<file path="config.mk">
export PLATFORM = sky130hd
export DESIGN_NAME = instruction_fetch_unit
export DESIGN_NICKNAME = d
export VERILOG_FILES = /design/src/rtl/instruction_fetch_unit_pkg.sv /design/src/rtl/instruction_fetch_unit_timeout.sv /design/src/rtl/instruction_fetch_unit.sv
export SDC_FILE = /design/constraint.sdc
export NUM_CORES = 1
export LEC_CHECK = 0
export BUFFER_PORTS_ARGS = -buffer_cell sky130_fd_sc_hd__buf_4
export CORE_MARGIN = 4
export CORE_UTILIZATION = 40
export CTS_BUF_LIST = sky130_fd_sc_hd__clkbuf_4 sky130_fd_sc_hd__clkbuf_8
export CTS_CLUSTER_DIAMETER = 60
export DETAILED_ROUTE_END_ITERATION = 8
export PLACE_DENSITY = 0.74
export SLEW_MARGIN = 5
export SYNTH_ARGS = -nofsm -noshare
export SYNTH_HDL_FRONTEND = slang
export SYNTH_SLANG_ARGS = --single-unit
</file>
<file path="constraint.sdc">
create_clock -name pll_1_200MHz -period 7.6 [get_ports pll_1_200MHz]
set_clock_uncertainty 0.15 [all_clocks]
set_input_delay 1.14 -clock pll_1_200MHz [delete_from_list [all_inputs] [get_ports pll_1_200MHz]]
set_output_delay 1.14 -clock pll_1_200MHz [all_outputs]
set_load 0.03 [all_outputs]
</file>
<file path="src/rtl/instruction_fetch_unit_pkg.sv">
// ---------------------------------------------------------------------------
// instruction_fetch_unit_pkg
// Shared definitions for the instruction fetch unit: datapath width, the
// RV32I canonical NOP (ADDI x0,x0,0) and the 3-bit fetch FSM encodings.
// No ports.
// ---------------------------------------------------------------------------
package instruction_fetch_unit_pkg;

    localparam int XLEN = 32;

    localparam logic [XLEN-1:0] RV32I_NOP = 32'h0000_0013;

    // Fetch FSM encodings
    localparam logic [2:0] IFU_IDLE = 3'd0;
    localparam logic [2:0] IFU_REQ  = 3'd1;
    localparam logic [2:0] IFU_WAIT = 3'd2;
    localparam logic [2:0] IFU_HOLD = 3'd3;
    localparam logic [2:0] IFU_DROP = 3'd4;

endpackage

</file>
<file path="src/rtl/instruction_fetch_unit_timeout.sv">
// ---------------------------------------------------------------------------
// fetch_timeout_counter
// Counts cycles spent waiting for an instruction-memory response. The count
// clears on a new request, increments while enabled and saturates at
// TIMEOUT_CYCLES. Reaching the limit sets a flag that stays set until reset.
//
// Ports:
//   i_clk     : clock, rising edge
//   i_rst     : asynchronous active-high reset
//   i_clear   : restart the count (new request accepted)
//   i_enable  : count this cycle (waiting for a response)
//   o_expired : sticky timeout flag
// ---------------------------------------------------------------------------
module fetch_timeout_counter #(
    parameter int TIMEOUT_CYCLES = 255,
    parameter int TIMEOUT_W      = 8
) (
    input  logic i_clk,
    input  logic i_rst,
    input  logic i_clear,
    input  logic i_enable,
    output logic o_expired
);

    localparam logic [TIMEOUT_W-1:0] LIMIT = TIMEOUT_W'(TIMEOUT_CYCLES);

    logic [TIMEOUT_W-1:0] r_count;
    logic [TIMEOUT_W-1:0] w_count_nxt;

    always_comb begin
        w_count_nxt = r_count;
        if (i_clear)
            w_count_nxt = '0;
        else if (i_enable && (r_count != LIMIT))
            w_count_nxt = r_count + 1'b1;
    end

    always_ff @(posedge i_clk or posedge i_rst) begin
        if (i_rst) begin
            r_count   <= '0;
            o_expired <= 1'b0;
        end else begin
            r_count <= w_count_nxt;
            // Flag rises in the same edge the count reaches the limit
            if (i_enable && !i_clear && (w_count_nxt == LIMIT))
                o_expired <= 1'b1;
        end
    end

endmodule

</file>
<file path="src/rtl/instruction_fetch_unit.sv">
// ---------------------------------------------------------------------------
// instruction_fetch_unit
// Reads the word at the current PC from instruction memory (valid/ready
// request, one-cycle response strobe), hands it to decode over valid/ready,
// and pulses pc_advance when decode takes it. A flush abandons in-flight
// work; a response still owed by memory is drained in DROP before the next
// request so only one request is ever outstanding.
//
// Optional build macro: IFU_MISALIGN_CHECK_EN
//   defined   : a PC with [1:0]!=0 is not fetched; a NOP is delivered with
//               instr_misaligned set.
//   undefined : request address bits [1:0] are forced to zero and
//               instr_misaligned is tied low.
//
// Ports:
//   pll_1_200MHz        : clock, rising edge
//   pll_1_reset_synced  : asynchronous active-high reset
//   current_pc_address  : PC register output
//   fetch_flush         : redirect, PC changes next cycle
//   pc_advance          : pulse allowing the next-PC mux to step
//   imem_req_*          : instruction memory read request
//   imem_resp_*         : instruction memory response strobe and word
//   instr_valid/ready   : handshake to decode
//   instr_data/pc       : delivered instruction and its PC
//   instr_misaligned    : delivered slot is a misaligned-PC trap
//   fetch_timeout       : sticky memory-response timeout flag
// ---------------------------------------------------------------------------
module instruction_fetch_unit
    import instruction_fetch_unit_pkg::*;
#(
    parameter logic [XLEN-1:0] NOP_INSTR      = RV32I_NOP,
    parameter int              TIMEOUT_CYCLES = 255,
    parameter int              TIMEOUT_W      = 8
) (
    input  logic            pll_1_200MHz,
    input  logic            pll_1_reset_synced,
    input  logic [XLEN-1:0] current_pc_address,
    input  logic            fetch_flush,
    output logic            pc_advance,
    output logic            imem_req_valid,
    input  logic            imem_req_ready,
    output logic [XLEN-1:0] imem_req_address,
    input  logic            imem_resp_valid,
    input  logic [XLEN-1:0] imem_resp_data,
    output logic            instr_valid,
    input  logic            instr_ready,
    output logic [XLEN-1:0] instr_data,
    output logic [XLEN-1:0] instr_pc,
    output logic            instr_misaligned,
    output logic            fetch_timeout
);

    logic [2:0]      r_state;
    logic [XLEN-1:0] r_req_pc;

    logic            w_misaligned_pc;
    logic            w_req_fire;
    logic            w_waiting;
    logic [XLEN-1:0] w_addr;

`ifdef IFU_MISALIGN_CHECK_EN
    assign w_misaligned_pc = (current_pc_address[1:0] != 2'b00);
`else
    assign w_misaligned_pc = 1'b0;
`endif

    // Address follows the live PC while requesting so a flush without a
    // handshake retargets the pending request immediately.
    assign w_addr = (r_state == IFU_REQ) ? current_pc_address : r_req_pc;

`ifdef IFU_MISALIGN_CHECK_EN
    assign imem_req_address = w_addr;
`else
    assign imem_req_address = w_addr & ~32'h3;
`endif

    assign imem_req_valid = (r_state == IFU_REQ) && !w_misaligned_pc;
    assign w_req_fire     = imem_req_valid && imem_req_ready;
    assign w_waiting      = (r_state == IFU_WAIT) || (r_state == IFU_DROP);

    // Flush wins over ready so the PC is never stepped past a redirect
    assign pc_advance = instr_valid && instr_ready && !fetch_flush;

    always_ff @(posedge pll_1_200MHz or posedge pll_1_reset_synced) begin
        if (pll_1_reset_synced) begin
            r_state     <= IFU_IDLE;
            r_req_pc    <= '0;
            instr_valid <= 1'b0;
            instr_data  <= NOP_INSTR;
            instr_pc    <= '0;
        end else begin
            case (r_state)
                IFU_IDLE: r_state <= IFU_REQ;

                IFU_REQ: begin
                    if (w_misaligned_pc) begin
                        // Trap slot; a concurrent flush means the PC is
                        // about to change, so keep requesting instead.
                        if (!fetch_flush) begin
                            instr_valid <= 1'b1;
                            instr_data  <= NOP_INSTR;
                            instr_pc    <= current_pc_address;
                            r_state     <= IFU_HOLD;
                        end
                    end else if (w_req_fire) begin
                        r_req_pc <= current_pc_address;
                        r_state  <= fetch_flush ? IFU_DROP : IFU_WAIT;
                    end
                end

                IFU_WAIT: begin
                    if (imem_resp_valid) begin
                        if (fetch_flush) begin
                            instr_data <= NOP_INSTR;
                            r_state    <= IFU_REQ;
                        end else begin
                            instr_data  <= imem_resp_data;
                            instr_pc    <= r_req_pc;
                            instr_valid <= 1'b1;
                            r_state     <= IFU_HOLD;
                        end
                    end else if (fetch_flush) begin
                        r_state <= IFU_DROP;
                    end
                end

                IFU_HOLD: begin
                    if (fetch_flush || instr_ready) begin
                        instr_valid <= 1'b0;
                        r_state     <= IFU_REQ;
                    end
                end

                IFU_DROP: begin
                    // Stale word from before the redirect
                    if (imem_resp_valid) begin
                        instr_data <= NOP_INSTR;
                        r_state    <= IFU_REQ;
                    end
                end

                default: r_state <= IFU_IDLE;
            endcase
        end
    end

`ifdef IFU_MISALIGN_CHECK_EN
    logic r_misaligned;

    always_ff @(posedge pll_1_200MHz or posedge pll_1_reset_synced) begin
        if (pll_1_reset_synced)
            r_misaligned <= 1'b0;
        else if ((r_state == IFU_REQ) && w_misaligned_pc && !fetch_flush)
            r_misaligned <= 1'b1;
        else if ((r_state == IFU_HOLD) && (fetch_flush || instr_ready))
            r_misaligned <= 1'b0;
    end

    assign instr_misaligned = r_misaligned;
`else
    assign instr_misaligned = 1'b0;
`endif

    fetch_timeout_counter #(
        .TIMEOUT_CYCLES (TIMEOUT_CYCLES),
        .TIMEOUT_W      (TIMEOUT_W)
    ) u_timeout (
        .i_clk     (pll_1_200MHz),
        .i_rst     (pll_1_reset_synced),
        .i_clear   (w_req_fire),
        .i_enable  (w_waiting),
        .o_expired (fetch_timeout)
    );

endmodule
</file>
**Yosys cells after proc, flatten, opt, wreduce, memory -nomap -nowiden**

Index checks and enable logic that the tools add are counted.

- Register bits: 109
- Output and inout bits: 101
- Logic and storage cells: 58
- Bits of input ports: 70

- Bitwise gates (word level): 1
- Muxes and demuxes: 19
- Eq/ne operators: 12
- Reductions and logical operators: 18
- Add/sub/neg operators: 1

Operators by type and width:

| kind | count |
|---|---|
| 2-to-1 mux 32 bit | 4 |
| case mux 32 bit (2 select lines) | 1 |
| 2-to-1 mux 3 bit | 6 |
| 2-to-1 mux 8 bit | 2 |
| case mux 3 bit (5 select lines) | 1 |
| adder 8 x 1 -> 8 bit (second input constant) | 1 |
| == test 8 bit (second input constant) | 1 |
| inequality test 2 bit (second input constant) | 4 |
| inequality test 8 bit (second input constant) | 1 |
| AND reduction 4 bit | 2 |
| == test 3 x 2 -> 1 bit (second input constant) | 2 |
| logical AND 1 bit | 6 |
| AND reduction 3 bit | 2 |
| nonzero test 2 bit | 2 |
| == test 3 x 1 -> 1 bit (second input constant) | 1 |
| == test 3 bit (second input constant) | 1 |
| zero test 3 bit | 1 |
| 2-to-1 mux 1 bit | 3 |
| inequality test 3 bit (second input constant) | 1 |
| zero test 1 bit | 2 |
| logical OR 1 bit | 2 |
| 2-to-1 mux 2 bit | 1 |
| inequality test 2 x 1 -> 1 bit (second input constant) | 1 |
| case mux 1 bit (2 select lines) | 1 |
| 2 further kinds | 2 |

**Longest topological paths before layout**

Gate-level depths: netlist of the first run.

- Depth in word-level cells: 7
- Mapped depth: 8

**Cells and area by module**

A second synthesis of the first run with hierarchy kept.

- Cell total of the unflattened synthesis: 328
- Area total of the unflattened synthesis: 4719.5 µm²

By module, submodules not included:

| module | times used | cells each | area an instance (µm²) | seq. area each (µm²) |
|---|---|---|---|---|
| instruction_fetch_unit | 1 | 280 | 4206.5 | 2506.2 |
| fetch_timeout_counter | 1 | 48 | 513.0 | 225.2 |

**Worst setup path after synthesis of the first run**

No wires, ideal clock.

- Kind: input to output
- Start: input port fetch_flush
- End: output port pc_advance
- Setup slack: 4522 ps
- Cell stages on the path: 2
- Arrival time: 1788 ps
- Path buffers: 1
- Path through: clkbuf_1 nor2_1

- Cells in the longest elaborated chain, start to end: 2

RTL lines:

| item | line | text |
|---|---|---|
| start: declaration | instruction_fetch_unit.sv:38 | `input logic fetch_flush,` |
| zero test 1 bit | -- |  |
| logical AND 1 bit | instruction_fetch_unit.sv:82 | `assign pc_advance = instr_valid && instr_ready && !fetch_flush;` |
| end: declaration | instruction_fetch_unit.sv:39 | `output logic pc_advance,` |

No other way between the ends.

**Worst setup path after layout of the first run**

- Start: register r_state[0]
- End: output port imem_req_address[13]

- Cells in the longest elaborated chain, start to end: 2

RTL lines:

| item | line | text |
|---|---|---|
| start: declaration | instruction_fetch_unit.sv:53 | `logic [2:0] r_state;` |
| start signal: assignment | instruction_fetch_unit.sv:107 | `r_state <= fetch_flush ? IFU_DROP : IFU_WAIT;` |
| == test 3 x 1 -> 1 bit | instruction_fetch_unit.sv:69 | `assign w_addr = (r_state == IFU_REQ) ? current_pc_address : r_req_pc;` |
| 2-to-1 mux 32 bit | instruction_fetch_unit.sv:69 |  |
| end: declaration | instruction_fetch_unit.sv:42 | `output logic [XLEN-1:0] imem_req_address,` |

No other way between the ends.

==> results of run 1 <==
==> report_power, final <==
part           switching [mW]  total (mW)  leakage, nW  internal [mW]
clock                   0.199       0.353        0.100          0.154
sequential              0.177        1.02         1.38          0.841
combinational           0.911        1.58         1.64          0.666
==> cell usage in the layout, fill, tap and decap left out, drive strengths merged, types with 3 or more instances in the layout <==
| cell | n |
|---|---|
| inv | 7 |
| buf | 173 |
| xnor2 | 4 |
| dfrtp | 106 |
| o21ai | 39 |
| dfstp | 3 |
| nand2 | 72 |
| nor3 | 9 |
| clkbuf | 9 |
| a21oi | 4 |
| nand3 | 4 |
| mux2 | 94 |
| xor2 | 3 |
| conb | 3 |
| clkinv | 3 |
| nor2 | 14 |
| nand2b | 3 |
==> flip-flops by register name (all words and copies together) (netlist names) <==
| name | cells |
|---|---|
| instr_data | 32 |
| instr_pc | 32 |
| instr_valid | 1 |
| r_req_pc | 32 |
| r_state | 3 |
| u_timeout.o_expired | 1 |
| u_timeout.r_count | 8 |
==> cell type report <==
cell class	count	area share
clock buffer	9	0.0192
clock inverter	7	0.0114
inverter	5	0.00329
multi-input combinational	275	0.314
sequential	109	0.423
tap	147	0.0285
timing repair buffer	173	0.201
==> through the flow <==
stage / area [sq um] / setup WS (ns) / hold slack [ns]
6_report: 6460 / 3.67 / 0.338
3_5_place_dp: 6260 / 4.01 / 0.324
3_3_place_gp: 6260 / 4.11 / 0.308
2_1_floorplan: 4920 / 3.44 / 0.302
5_1_grt: 6460 / 3.49 / 0.375
4_1_cts: 6460 / 3.58 / 0.341
==> tightest hold or removal path: stages, from the launching register on <==
cell,delay [ns]
dfstp_2,0.38
nand2_1,0.04
o21ai_0,0.07
==> worst max-delay path by stage <==
stage | startpoint | to | slack [ns] | cells after the start
5_1_grt | r_state[0]$_DFFE_PP0P_ | imem_req_address[13] | 3.49 | 4
4_1_cts | r_state[0]$_DFFE_PP0P_ | imem_req_address[13] | 3.58 | 4
6_report | r_state[0]$_DFFE_PP0P_ | imem_req_address[13] | 3.67 | 4
3_3_place_gp | r_state[0]$_DFFE_PP0P_ | imem_req_address[19] | 4.11 | 4
3_5_place_dp | r_state[0]$_DFFE_PP0P_ | imem_req_address[13] | 4.01 | 4
2_1_floorplan | pll_1_reset_synced | instr_data[10]$_DFFE_PP0P_ | 3.44 | 1
==> per-layer routing <==
metal  share of wire  vias up  global-route usage
met1            0.40     1765               0.192
met5               0        -                   0
met3           0.055       17              0.0385
met2            0.52       98               0.285
li1                -     1738                   -
met4           0.023        0              0.0644
==> kinds of logic after synthesis <==
family          Yosys count  synth area share
other cells               1          0.000763
compound gates           56            0.0685
simple gates            114             0.106
xor+xnor                  7            0.0163
flops                   109             0.556
fa+ha+maj                 1           0.00255
buf+inv                  33            0.0351
mux                      94             0.215
==> results.toml, run 1 <==
[floorplan]
ios = 171
dieArea_sq_mm = 0.0141
core_area_sq_mm = 0.0120
die_w_um = 119
initial_core_util = 0.409
chipHeight_um = 119
rows = 40

[placed_design]
dp_hpwl_um = 8380
dpl.cell_count = 709
portBuffers = 167
gp_congestion = 0.780

[timing]
min_period_over_period = 0.517
hold_viol_final = 0
maxSlewViolCount = 0
period_minus_slack_ns = 3.93
slew_headroom = 0.335
fmax_ghz = 0.254
tightest_slew_ns = 0.998
grt_setup_unrepaired = "false"
fin_tns_setup_ns = 0
setup_viol = 0

[worst_setup_path]
r2r_end = "r_req_pc[0]$_DFFE_PP0P_"
crit_chain = "nor3b_4 -> buf_4 -> mux2_2 -> buf_4"
path_class = "flop to output port"
cp_slowest_cell = "nor3b_4"
cp_max_fo = 18
end_kind = "output port"
worst_setup_path_start_kind = "flop"
path_common_cell = "buf_4"
reg2reg_from = "r_state[0]$_DFFE_PP0P_"
critPathArrivalTime_ns = 2.64
reg2regPathDepth = 4
crit_buf_inv = 2
max_stage_delay_ns = 0.75
rrSetupSlack_ns = 4.30
cp_top_family = "simple AND/OR/NAND/NOR gates"
critPathRequiredTime_ns = 6.31

[detailed_routing]
num_vias = 3618
drc = 0
drt_iter0_markers = 114
wl_um = 11300
viasPerCell = 4.99
antenna_left = 0
post_drt_wl_per_cell_um = 15.7
first_pass_iters = 4

[power]
p_per_area_mw_per_mm2 = 457
p_total_mw = 2.95
leakage_nw = 3.12
ir_drop_mv = 0.295

[logic_synthesis]
synth-seq-cells = 109
syn_area_per_cell_sq_um = 11.8
netlist_area_sq_mm = 0.00491
synthArstFlopShare = 1.00
yosysTopAreaCellShare = 0.540
synth_common_cells = "106 x dfrtp_1, 91 x mux2_2, 71 x nand2_1"
syn-instance-count = 415
synthFlopType = "dfrtp_1"
yosys.area.top_type = "dfrtp_1"
synth_most_common_cell = "dfrtp_1"
ys_types = 45
synth_edf_count = 0
yosysWarnings = 0
synth_area_leaders = "dfrtp_1 54%, mux2_2 21%, nand2_1 5.4%"
seq_area_frac_synth = 0.556

[clock_network]
cts_hold_buf = 0
cts_tree = "yes"
numCtsBuffers = 9
clkSlewWorstSetupHoldPaths_ns = 0.10
postCtsSetupBuffers = 0
cts_sinks = 109
clk_latency_ns = 0.36
cts_resized = 0
cts.htree.levels = 3
ctsLongestPathBuffers = 2
root_buffer = "clkbuf_8"

[cells_and_area]
drive_above_1_share = 0.509
fillers = 1088
layout.cells.non_filler = 725
multi_input_area_sq_mm = 0.00203
fin_util = 0.538
insertedDiodeCount = 0
syn_to_final_growth_pct = 31.4
final_nets = 644
seq_area_sq_mm = 0.00273

[grt]
grt_pass1_wl_um = 18700
grt_pass1_vias = 3707
grtUsageTotal = 0.162
grt-ovfl-total = 0
grt_max_degree = 65
antenna_found_initial = 0

[outcome]
status = "finished, final reports clean"

[flow_run]
cap_violations = 0

[worst_hold_path]
whs_path_depth = 2
hold_path_class = "flop to flop"
hp-start = "instr_data[1]$_DFFE_PP1P_"
hold_end = "instr_data[1]$_DFFE_PP1P_"
Note: power is estimated with default switching activity, not from simulation.
==> run 2: changes to the inputs <==
Settings changed: PLACE_DENSITY 0.74 to 0.77.
Clock period 7.6 ns to 3.3 ns, I/O delays scaled along.
==> results.toml, run 2 (synthesis gave the netlist of run 1 again) <==
[cells_and_area]
layout_common_cells = "177 x buf_4, 106 x dfrtp_1, 91 x mux2_2, 71 x nand2_1, 38 x o21ai_0"
insertedDiodeCount = 0
final_nets = 650
reg_top3 = "instr_data x32, instr_pc x32, r_req_pc x32"
layout_commonest_cell = "buf_4"
drive_above_1_share = 0.512
syn_to_final_growth_pct = 32.9

[clock_network]
clk_latency_ns = 0.37
clkSlewWorstSetupHoldPaths_ns = 0.11
cts_tree = "yes"
root_buffer = "clkbuf_8"
postCtsSetupBuffers = 0
cts_sinks = 109
ctsLongestPathBuffers = 2
numCtsBuffers = 9
cts.htree.levels = 3

[timing]
fin_tns_setup_ns = 0
period_minus_slack_ns = 2.73
timing.hold.ws_ns = 0.193
fmax_ghz = 0.366
grt_setup_unrepaired = "false"
setup_viol = 0
tightest_slew_ns = 0.864
maxSlewViolCount = 0
slew_headroom = 0.422
min_period_over_period = 0.828
hold_viol_final = 0

[flow_run]
cap_violations = 0

[power]
ir_drop_mv = 0.627
p_per_area_mw_per_mm2 = 1050
p_total_mw = 6.86
leakage_nw = 3.15

[detailed_routing]
first_pass_iters = 4
drt_iter0_markers = 154
num_vias = 3664
viasPerCell = 5.01
drc = 0
wl_um = 11400
post_drt_wl_per_cell_um = 15.6
antenna_left = 0

[placed_design]
dp_hpwl_um = 8540
gp_congestion = 0.834
portBuffers = 167

[grt]
grt_pass1_vias = 3849
grt_max_degree = 60
grt_pass1_wl_um = 18900
grtUsageTotal = 0.165
grt-ovfl-total = 0
antenna_found_initial = 0

[floorplan]
die_w_um = 119
rows = 40
ios = 171
dieArea_sq_mm = 0.0141
initial_core_util = 0.409
core_area_sq_mm = 0.0120
chipHeight_um = 119

[worst_setup_path]
rrSetupSlack_ns = 0.86
end_kind = "output port"
critPathArrivalTime_ns = 2.09
worst_setup_path_start_kind = "flop"
cp_max_fo = 18
critPathRequiredTime_ns = 2.65
path_class = "flop to output port"

[outcome]
status = "finished, final reports clean"

[worst_hold_path]
hold_path_class = "primary input to flop"
## run 2: timing repair
item | in CTS | in global routing
setup endpoints to repair | 0 | 0
endpoints found under the hold margin | 4 | 0
hold buffers | 1 | 0
resized for setup | 0 | 0
## run 2: where the power goes
group	leakage (nW)	internal [mW]	switching, mW
clock	0.102	0.393	0.451
sequential	1.38	1.94	0.421
combinational	1.67	1.57	2.10
## run 2: metrics by stage
stage	instance area (sq um)	setup WS, ns	std cells	utilization
floorplan	4930	1.12	417	-
finish	6530	0.569	731	0.544
global route	6530	0.459	731	0.544
CTS	6530	0.537	731	0.544
global placement	6310	0.987	714	0.526
detailed placement	6310	0.818	714	0.526
## run 2: final timing paths
kind | from | end | depth (start not counted)
min in group asynchronous | pll_1_reset_synced | instr_data[9]$_DFFE_PP0P_ | 3
setup reg to reg | r_state[1]$_DFFE_PP0P_ | instr_data[23]$_DFFE_PP0P_ | 6
hold reg to reg | u_timeout.o_expired$_DFFE_PP0P_ | u_timeout.o_expired$_DFFE_PP0P_ | 2
setup / recovery | r_state[0]$_DFFE_PP0P_ | imem_req_address[22] | 4
hold / removal | current_pc_address[25] | r_req_pc[25]$_DFFE_PP0P_ | 2
max in group asynchronous | pll_1_reset_synced | instr_pc[1]$_DFFE_PP0P_ | 4
## run 2: metal layers
| metal | wire length (um) | share of wire | track usage | up-vias |
|---|---|---|---|---|
| met5 | 0 | 0 | 0 | - |
| met4 | 290 | 0.025 | 0.0760 | 0 |
| met3 | 516 | 0.045 | 0.0361 | 21 |
| met2 | 5800 | 0.51 | 0.278 | 92 |
| met1 | 4790 | 0.42 | 0.202 | 1795 |
| li1 | - | - | - | 1756 |
## run 2: cell type report
cell class | count | area [sq um]
Fill cell | 1042 | 5480
Timing Repair Buffer | 179 | 1360
Multi-Input combinational cell | 275 | 2030
Tap cell | 147 | 184
Clock inverter | 5 | 58.8
Inverter | 5 | 22.5
Clock buffer | 11 | 151
Sequential cell | 109 | 2730
## run 2: worst max-delay path, cell delays in order (launching register included)
cell	delay, ns
dfrtp_1	0.61
nor3b_4	0.27
buf_4	0.29
mux2_2	0.37
buf_4	0.17
